--- src/rtl/timebase_tick_gen.sv ---
// Clock-enable timebase for the DE2 LED-fill / HEX-blink display: divided tick strobes,
// blink level, run/pause/single-step control from debounced push-buttons, 2x speed select.
module timebase_tick_gen #(
    parameter int unsigned FAST_DIV     = 27_777_778,
    parameter int unsigned SLOW_DIV     = 50_000_000,
    parameter int unsigned DEBOUNCE_CYC = 1_000_000
) (
    input  logic CLOCK_50,
    input  logic SW0,
    input  logic KEY_RUN,
    input  logic KEY_STEP,
    input  logic speed_sel,
    output logic tick_fast,
    output logic tick_slow,
    output logic blink,
    output logic running
);

    localparam int unsigned FW = $clog2(FAST_DIV);
    localparam int unsigned SW = $clog2(SLOW_DIV);
    localparam int unsigned DW = (DEBOUNCE_CYC > 1) ? $clog2(DEBOUNCE_CYC) : 1;

    localparam logic [FW-1:0] FAST_TERM_NORM = FW'(FAST_DIV - 1);
    localparam logic [FW-1:0] FAST_TERM_DBL  = FW'(FAST_DIV / 2 - 1);
    localparam logic [SW-1:0] SLOW_TERM_NORM = SW'(SLOW_DIV - 1);
    localparam logic [SW-1:0] SLOW_TERM_DBL  = SW'(SLOW_DIV / 2 - 1);
    localparam logic [DW-1:0] DB_TERM        = DW'(DEBOUNCE_CYC - 1);

    typedef enum logic [1:0] {
        S_RUN,
        S_PAUSE,
        S_STEP
    } state_t;

    // Index 0 = run key, index 1 = step key; all levels active-low.
    logic [1:0]    key_raw;
    logic [1:0]    sync0;
    logic [1:0]    sync1;
    logic [1:0]    db_level;
    logic [1:0]    db_prev;
    logic [DW-1:0] db_cnt [2];
    logic [1:0]    press;
    logic          run_press;
    logic          step_press;

    state_t        state;
    logic [FW-1:0] fast_cnt;
    logic [SW-1:0] slow_cnt;
    logic [FW-1:0] fast_term;
    logic [SW-1:0] slow_term;

    assign key_raw    = {KEY_STEP, KEY_RUN};
    assign press      = db_prev & ~db_level;
    assign run_press  = press[0];
    assign step_press = press[1];

    always_comb begin
        fast_term = speed_sel ? FAST_TERM_DBL : FAST_TERM_NORM;
        slow_term = speed_sel ? SLOW_TERM_DBL : SLOW_TERM_NORM;
    end

    // Counter tracks consecutive synced samples disagreeing with the accepted level;
    // any agreeing sample restarts the qualification window.
    always_ff @(posedge CLOCK_50) begin
        if (SW0) begin
            sync0    <= '1;
            sync1    <= '1;
            db_level <= '1;
            db_prev  <= '1;
            for (int unsigned i = 0; i < 2; i++) begin
                db_cnt[i] <= '0;
            end
        end else begin
            sync0   <= key_raw;
            sync1   <= sync0;
            db_prev <= db_level;
            for (int unsigned i = 0; i < 2; i++) begin
                if (sync1[i] == db_level[i]) begin
                    db_cnt[i] <= '0;
                end else if (db_cnt[i] == DB_TERM) begin
                    db_level[i] <= sync1[i];
                    db_cnt[i]   <= '0;
                end else begin
                    db_cnt[i] <= db_cnt[i] + DW'(1);
                end
            end
        end
    end

    always_ff @(posedge CLOCK_50) begin
        if (SW0) begin
            state     <= S_RUN;
            fast_cnt  <= '0;
            slow_cnt  <= '0;
            tick_fast <= 1'b0;
            tick_slow <= 1'b0;
            blink     <= 1'b0;
            running   <= 1'b1;
        end else begin
            case (state)
                S_RUN: begin
                    // >= rather than == so a speed change that strands the count
                    // beyond the new terminal wraps on the next edge.
                    if (fast_cnt >= fast_term) begin
                        fast_cnt  <= '0;
                        tick_fast <= 1'b1;
                    end else begin
                        fast_cnt  <= fast_cnt + FW'(1);
                        tick_fast <= 1'b0;
                    end
                    if (slow_cnt >= slow_term) begin
                        slow_cnt  <= '0;
                        tick_slow <= 1'b1;
                        blink     <= ~blink;
                    end else begin
                        slow_cnt  <= slow_cnt + SW'(1);
                        tick_slow <= 1'b0;
                    end
                    if (run_press) begin
                        state   <= S_PAUSE;
                        running <= 1'b0;
                    end
                end
                S_PAUSE: begin
                    tick_fast <= 1'b0;
                    tick_slow <= 1'b0;
                    if (run_press) begin
                        state   <= S_RUN;
                        running <= 1'b1;
                    end else if (step_press) begin
                        state <= S_STEP;
                    end
                end
                S_STEP: begin
                    tick_fast <= 1'b1;
                    tick_slow <= 1'b0;
                    state     <= S_PAUSE;
                end
                default: begin
                    tick_fast <= 1'b0;
                    tick_slow <= 1'b0;
                    state     <= S_PAUSE;
                    running   <= 1'b0;
                end
            endcase
        end
    end

endmodule

--- config.mk ---
export PLATFORM = sky130hd
export DESIGN_NAME = timebase_tick_gen
export DESIGN_NICKNAME = d
export VERILOG_FILES = /design/src/rtl/timebase_tick_gen.sv
export SDC_FILE = /design/constraint.sdc
export NUM_CORES = 1
export LEC_CHECK = 0
export CAP_MARGIN = 20
export CORE_MARGIN = 5
export CORE_UTILIZATION = 35
export CTS_BUF_LIST = sky130_fd_sc_hd__clkbuf_2 sky130_fd_sc_hd__clkbuf_4 sky130_fd_sc_hd__clkbuf_8
export CTS_CLUSTER_DIAMETER = 80
export DETAILED_ROUTE_END_ITERATION = 8
export SLEW_MARGIN = 30
export SYNTH_ARGS = -nofsm -noshare
export SYNTH_HDL_FRONTEND = slang
export SYNTH_SLANG_ARGS = --single-unit
--- constraint.sdc ---
create_clock -name CLOCK_50 -period 7 [get_ports CLOCK_50]
set_clock_uncertainty 0.2 [all_clocks]
set_input_delay 1.4 -clock CLOCK_50 [delete_from_list [all_inputs] [get_ports CLOCK_50]]
set_output_delay 1.4 -clock CLOCK_50 [all_outputs]
set_load 0.05 [all_outputs]
=== Word level (Yosys, flattened, before mapping) ===
Memory sizes are Yosys's and may differ from the RTL's.
Cells that the tools add are included.
W data, S select, Z words.

* RAM bits: 40
* Bits in registers: 65
* Memories kept: 1

{| class="wikitable"
|+ Memory list
! memory !! words !! bits a word !! read ports !! clocked after memory_dff !! write ports !! RTL line !! source
|-
| db_cnt || 2 || 20 || 2 || 0 || 2 || 41 || <nowiki>logic [DW-1:0] db_cnt [2];</nowiki>
|}

* Add/sub/neg operators: 4
* Bitwise logic cells: 13
* Muxes and demuxes: 44
* Magnitude comparators: 2
* Equality and inequality tests: 9
* Reduce and logical (&&, ||, !) cells: 7

{| class="wikitable"
|+ Operators by type and width
! operator !! number
|-
| $mux W20 || 6
|-
| $mux W26 || 2
|-
| $mux W25 || 2
|-
| $add A20 B1 Y20 const B || 2
|-
| $eq A20 B20 Y1 const B || 2
|-
| $mux W1 || 28
|-
| $add A26 B1 Y26 const B || 1
|-
| $ge A26 B26 Y1 || 1
|-
| $add A25 B1 Y25 const B || 1
|-
| $ge A25 B25 Y1 || 1
|-
| $reduce_and A2 Y1 || 4
|-
| $mux W2 || 3
|-
| $or A1 B1 Y1 || 6
|-
| $not A1 Y1 || 5
|-
| $ne A2 B2 Y1 const B || 2
|-
| $pmux W2 S2 || 1
|-
| $ne A3 B3 Y1 const B || 1
|-
| $pmux W1 S3 || 1
|-
| $reduce_and A3 Y1 || 1
|-
| $and A2 B2 Y2 || 1
|-
| $eq A1 B1 Y1 || 2
|-
| $eq A2 B1 Y1 const B || 1
|-
| $eq A2 B2 Y1 const B || 1
|-
| $logic_not A2 Y1 || 1
|-
| other kinds (3) || 3
|}

=== Depth between registers and ports, before layout ===
Gate-level depths: netlist (run 1).

* Depth in word-level cells: 7
* Mapped depth: 10
* Gate-level depth less buffers: 8

=== Least setup slack after synthesis (run 1) ===
No wires, ideal clock.

* Path type: input -> register
* Start point: input speed_sel
* End point: register fast_cnt[10]
* Stages: 9
* Library setup time: 0.064 ns
* Setup slack: 3.300 ns
* Arrival time: 3.436 ns
* Cells stage by stage: inv_1 > ha_1 > or4b_1 > o221ai_1 > a2111oi_1 > or3_1 > a21o_1 > buf_6 > nor2_1

* Longest elaborated chain between the ends: 3

{| class="wikitable"
|+ RTL lines
! element !! RTL line !! source
|-
| start, declared || 12 || <nowiki>input logic speed_sel,</nowiki>
|-
| $mux W25 || 58 || <nowiki>fast_term = speed_sel ? FAST_TERM_DBL : FAST_TERM_NORM;</nowiki>
|-
| $ge A25 B25 Y1 || 104 || <nowiki>if (fast_cnt >= fast_term) begin</nowiki>
|-
| $mux W25 || 104 ||
|-
| end signal, assigned || 108 || <nowiki>fast_cnt <= fast_cnt + FW'(1);</nowiki>
|-
| end, declared || 47 || <nowiki>logic [FW-1:0] fast_cnt;</nowiki>
|}

No other way between the ends.
A chain may end at the register's enable or synchronous reset.

=== Worst setup path after layout (run 1) ===
* Start point: input speed_sel
* End point: register fast_cnt[14]

The elaborated chain is that of the path after synthesis.

==> flow_summary.ini, run 1 <==
[layout]
diodes = 0
final_net_count = 628
drive_gt1_share_pct = 4.32
n_fill_cell = 1453
area_growth_syn_to_layout_pct = 11.0
final_util_pct = 39.8

[clock_network]
h-tree-depth = 3
clk_latency_ns = 0.38
root_buffer = clkbuf_8
cts_setup_buffers = 0
cts_made_buffers = 9
cts.sinks = 105
tritoncts = built
cts_hold_buf = 0
ctsResizeCount = 0
clk_pin_slew_ns = 0.10
clockBufferDepth = 2

[pwr]
p_leak_nw = 2.23
cellPowerDensity_nw_per_um2 = 181
ir_worst_vdd_uv = 133

[worst_hold_path]
min_from = sync0[1]
min_path_type = flip-flop to flip-flop

[routing]
wl_per_cell_microns = 11.7
via_count = 3760
final_antenna_net_count = 0
drtIter0Drc = 242
drc = 0
via_per_inst = 4.78
drtPass1Iterations = 4
finalWirelength_microns = 9170

[logic_synthesis]
synth-warning-count = 0
async_reset_ff_share_pct = 0
seq_area_frac_synth_pct = 47.7
postSynthCellCount = 551
synth_top_cell_by_area = dfxtp_1
synth_seq_cells = 105
ys.flop_type = dfxtp_1
synth-edff-count = 40
ys_types = 40
synth.top_cell.area_share_pct = 24.8
netlist_top_cells_area = dfxtp_1 (25%), edfxtp_1 (23%), xor2_1 (9.7%), nor2_1 (8.1%), ha_1 (6.2%)
syn_area_sq_um = 5250
avgSynthCellArea_sq_um = 9.53

[timing]
fin_crit_sh_pct = 65.1
setup-tns-final_ns = 0
setup_viol = 0
final-hold-violation-count = 0
max_freq_mhz = 219
finalCriticalPeriod_ns = 4.56
report.final.slew_viol_count = 0
tightest_slew_ns = 0.764
grt_setup_unrepaired = false
relSlewSlack_pct = 48.9

[critical_path]
required_ns = 7.11
crit_type = input pin to flip-flop
crit_end = fast_cnt[14]
slowest_stage = clkdlybuf4s50_1
r2r_start = state[0]
crit_chain = clkdlybuf4s50_1 > inv_1 > ha_1 > or4b_1 > o221ai_1 > a2111oi_1 > or3_1 > a21o_1 > nor2_1
r2r_setup_slack_ns = 4.18
max_stage_delay_ns = 0.77
critPathLaunchType = input pin
r2r.worst_path.cells = 6
r2r_end = fast_cnt[23]
cp.arrival_ns = 4.67
endpoint_kind = flip-flop
cp_max_fo = 22
startpoint = speed_sel

[die]
die_area_sq_um = 17600
pin_count = 9
core_area_sq_um = 14600
fp.dieH_microns = 132
start_util_pct = 35.9
row_count = 44
die_x_microns = 132

[global_route]
grt_pass1_wl_microns = 16300
grt_pass1_vias = 3684
antenna_found_initial = 0
grt_max_degree = 27
grtUsageTotal_pct = 11.1
grt_overflow = 0

[run]
cap_violations = 0

[outcome]
outcome = finished clean

[placed_design]
hpwl_microns = 6630
io_buffers = 8
gp_congestion = 0.781
## metrics by stage
stage | setup slack, ns | instance area (sq um) | total power, mW | instances | hold slack, ns
floorplan | 3.30 | 5400 | 0.709 | 590 | 0.189
global placement | 2.07 | 5650 | 0.721 | 770 | 0.197
detailed placement | 2.00 | 5650 | 0.723 | 770 | 0.199
CTS | 2.42 | 5830 | 1.08 | 786 | 0.226
global route | 2.13 | 5830 | 1.11 | 786 | 0.244
finish | 2.44 | 5830 | 1.06 | 786 | 0.221
## synthesized netlist by cell type, types with 2 or more instances
cell type  count
a211o_1        2
a21o_1         6
a21oi_1        8
a31oi_1        2
and2_1         2
and3_1        22
and3b_1        2
and4_1        10
buf_6          2
clkbuf_1      10
dfxtp_1       65
edfxtp_1      40
ha_1          26
inv_1          8
nand2_1       37
nand2b_1       4
nand3_1       33
nand4_1       25
nor2_1       113
nor2b_1        2
nor3_1         8
nor4_1         6
nor4b_1        2
o21ai_0        7
or2_2          9
or3_1          3
xnor2_1       27
xor2_1        58
## worst max-delay path: cells and delay by family
family	cells	cell delay (ns)
buffers and inverters	2	1.10
adder cells (fa/ha/maj)	1	0.36
AND/OR/NAND/NOR	3	1.07
AO/OA/AOI/OAI	3	0.73
## where the power goes
part	internal (mW)	switching [mW]
logic	0.0187	0.0281
registers	0.648	0.0139
clock network	0.132	0.217
total	0.799	0.259
## routing by layer
metal | share of wire [%] | vias to the layer above | track usage [%]
li1 | - | 1965 | -
met5 | 0 | - | 0
met4 | 1.1 | 0 | 3.06
met1 | 48 | 1742 | 13.7
met2 | 47 | 41 | 18.4
met3 | 3.5 | 12 | 3.80
## sequential cells by signal (all words and copies together) (netlist names)
name / count
tick_slow: 1
state: 2
slow_cnt: 26
db_level: 2
db_cnt: 40
fast_cnt: 25
tick_fast: 1
running: 1
blink: 1
sync0: 2
db_prev: 2
sync1: 2
## cells in the final DEF (no fill, tap or decap), types with 2 or more instances in the layout
cell type	synthesis	layout
a211o_1	2	2
ha_1	26	26
edfxtp_1	40	40
nor4b_1	2	2
clkinv_4	0	4
a31oi_1	2	2
nand4_1	25	25
nor2b_1	2	2
conb_1	1	40
clkdlybuf4s50_1	0	8
inv_1	8	8
or2_2	9	9
dfxtp_1	65	65
nor3_1	8	8
nand3_1	33	33
or3_1	3	3
nor4_1	6	6
xnor2_1	27	27
clkbuf_8	0	9
and4_1	10	10
and3_1	22	22
o21ai_0	7	7
xor2_1	58	58
a21o_1	6	6
nand2b_1	4	4
and3b_1	2	2
nor2_1	113	113
a21oi_1	8	8
and2_1	2	2
nand2_1	37	37
## kinds of logic (layout without fill, tap and decap cells)
kind of cell,after synthesis,after routing,synth area share (%)
AO/OA/AOI/OAI,31,31,3.81
adder cells (fa/ha/maj),26,26,6.19
XOR/XNOR,85,85,14.2
flip-flops,105,105,47.7
AND/OR/NAND/NOR,282,282,26.3
buffers and inverters,21,33,1.81
other,1,40,0.0714
## how the worst min path moves through the flow
stage | endpoint | slack (ns) | depth (start not counted)
floorplan | sync1[0] | 0.19 | 1
global placement | sync1[0] | 0.20 | 1
detailed placement | sync1[1] | 0.20 | 1
CTS | sync1[1] | 0.23 | 1
global route | sync1[0] | 0.24 | 1
finish | sync1[1] | 0.22 | 1
## area by class of cell
type                            count  area [sq um]  share of cell area (%)
Multi-Input combinational cell    464          2800                    48.0
Sequential cell                   105          2500                    42.9
Tap cell                          184           230                    3.95
Clock buffer                        9           124                    2.12
Timing Repair Buffer                9          87.6                    1.50
Clock inverter                      7          56.3                   0.966
Inverter                            8          30.0                   0.515
Power figures use the tool's default switching activity.
==> inputs of run 2 (changes only) <==
- clock period: 7 -> 4.56 ns (I/O delays scaled with it)
==> run 2 against run 1 <==
Design area up 0.69%. Cell count up 0.13%. Non-clock buffer count up 1. Sequential power up 54%. Die area unchanged. Combinational power up 56%. Sequential share of layout area down 0.29 points.
==> flow_summary.ini, run 2 (synthesized netlist as in run 1, its figures left out) <==
[pwr]
p_clk_share_pct = 36.1
pwr-share-seq_pct = 59.6
switchingPower_uw = 382
power_mw = 1.70
ir_worst_vdd_uv = 212
p_leak_nw = 2.26
switching_share_pct = 22.4
cellPowerDensity_nw_per_um2 = 290
p_int_mw = 1.32
p_comb_share_pct = 4.3

[timing]
relSlewSlack_pct = 40.1
finalCriticalPeriod_ns = 3.68
final-hold-violation-count = 0
tightest_slew_ns = 0.891
setup-tns-final_ns = 0
holdWs_ns = 0.219
fin_crit_sh_pct = 80.7
max_freq_mhz = 272
report.final.slew_viol_count = 0
setup_slack_ns = 0.878
grt_setup_unrepaired = false
setup_viol = 0

[critical_path]
max_stage_delay_ns = 0.46
r2r_start = state[0]
cp.arrival_ns = 3.80
slowest_stage = or4b_1
crit_chain = clkdlybuf4s50_1 > inv_1 > ha_1 > or4b_1 > o221ai_1 > a2111oi_1 > or3_1 > a21o_1 > nor2_1
startpoint = speed_sel
crit_type = input pin to flip-flop
r2r.worst_path.cells = 6
required_ns = 4.68
r2r_end = fast_cnt[23]
endpoint_kind = flip-flop
r2r_setup_slack_ns = 1.63
crit_end = fast_cnt[6]
critPathLaunchType = input pin
cp_max_fo = 22

[global_route]
grt_overflow = 0
grt_max_degree = 27
grt_pass1_vias = 3625
grtUsageTotal_pct = 11.1
grt_pass1_wl_microns = 16300
antenna_found_initial = 0

[run]
cap_violations = 0

[clock_network]
root_buffer = clkbuf_8
cts_made_buffers = 9
cts_hold_buf = 0
clockBufferDepth = 2
ctsResizeCount = 0
cts.sinks = 105
cts_setup_buffers = 0
tritoncts = built
clk_pin_slew_ns = 0.09
clk_latency_ns = 0.39
h-tree-depth = 3

[placed_design]
io_buffers = 8
post-place-ws_ns = 0.472
dp_cells = 771
gp_congestion = 0.818
hpwl_microns = 6750
dpl_cell_area_sq_um = 5660

[layout]
largest_reg_flops = 40
layout_commonest_cell = nor2_1
final_util_pct = 40.1
final_cell_mix = nor2_1 (113), dfxtp_1 (65), xor2_1 (58)
n_fill_cell = 1442
final_net_count = 629
design_area_sq_um = 5870
fin_cells = 787
reg_top3 = db_cnt: 40 flops, slow_cnt: 26 flops, fast_cnt: 25 flops
area_growth_syn_to_layout_pct = 11.8
regMostFlops = db_cnt
drive_gt1_share_pct = 4.48
diodes = 0

[routing]
via_per_inst = 4.84
drc = 0
drtIter0Drc = 190
drtPass1Iterations = 4
wl_per_cell_microns = 11.9
finalWirelength_microns = 9340
via_count = 3810
final_antenna_net_count = 0

[worst_hold_path]
min_path_type = flip-flop to flip-flop

[die]
fp.dieH_microns = 132
pin_count = 9
die_area_sq_um = 17600
die_x_microns = 132
row_count = 44
start_util_pct = 35.9
core_area_sq_um = 14600

[outcome]
outcome = finished clean
[run 2: cell count changes in the layout (fill, tap and decap cells not counted), sizes merged]
| cell | delta |
|---|---|
| clkbuf | +3 |
| inv | +1 |
| bufinv | +1 |
| buf | +1 |
| clkinv | -4 |
| clkinvlp | -1 |
[run 2: power groups by stage]
stage | Combinational [mW] | Sequential [mW] | Clock [mW]
after floorplan | 0.0525 | 1.04 | 0
after global placement | 0.0707 | 1.04 | 0
after detailed placement | 0.0731 | 1.04 | 0
after CTS | 0.0734 | 1.02 | 0.649
after global routing | 0.0858 | 1.02 | 0.682
final | 0.0730 | 1.02 | 0.615
[run 2: worst max-delay path: cells and delay by family]
| kind | cells | cell delay [ns] |
|---|---|---|
| compound gates | 3 | 0.75 |
| simple gates | 3 | 1.06 |
| fa+ha+maj | 1 | 0.30 |
| buf+inv | 2 | 0.76 |
[run 2: final cells by class]
cell class                 instances  area, sq um  area share, %
clock buffer                      12          165           2.81
inverter                           8         30.0          0.512
clock inverter                     4         47.5          0.810
multi-input combinational        464         2800           47.7
tap                              184          230           3.92
timing repair buffer              10         95.1           1.62
sequential                       105         2500           42.6
[run 2: worst min path at each step]
stage	start	endpoint	slack (ns)	cells past startpoint
2_1_floorplan	sync0[0]	sync1[0]	0.19	1
3_3_place_gp	sync0[0]	sync1[0]	0.20	1
3_5_place_dp	sync0[0]	sync1[0]	0.20	1
4_1_cts	sync0[0]	sync1[0]	0.22	1
5_1_grt	sync0[0]	sync1[0]	0.24	1
6_report	sync0[0]	sync1[0]	0.22	1
[run 2: layer usage]
layer  GRT usage [%]  part of all wire [%]
met1            13.2                    48
met2            19.1                    48
met4            3.58                   1.3
met3            3.42                   3.1
met5               0                     0
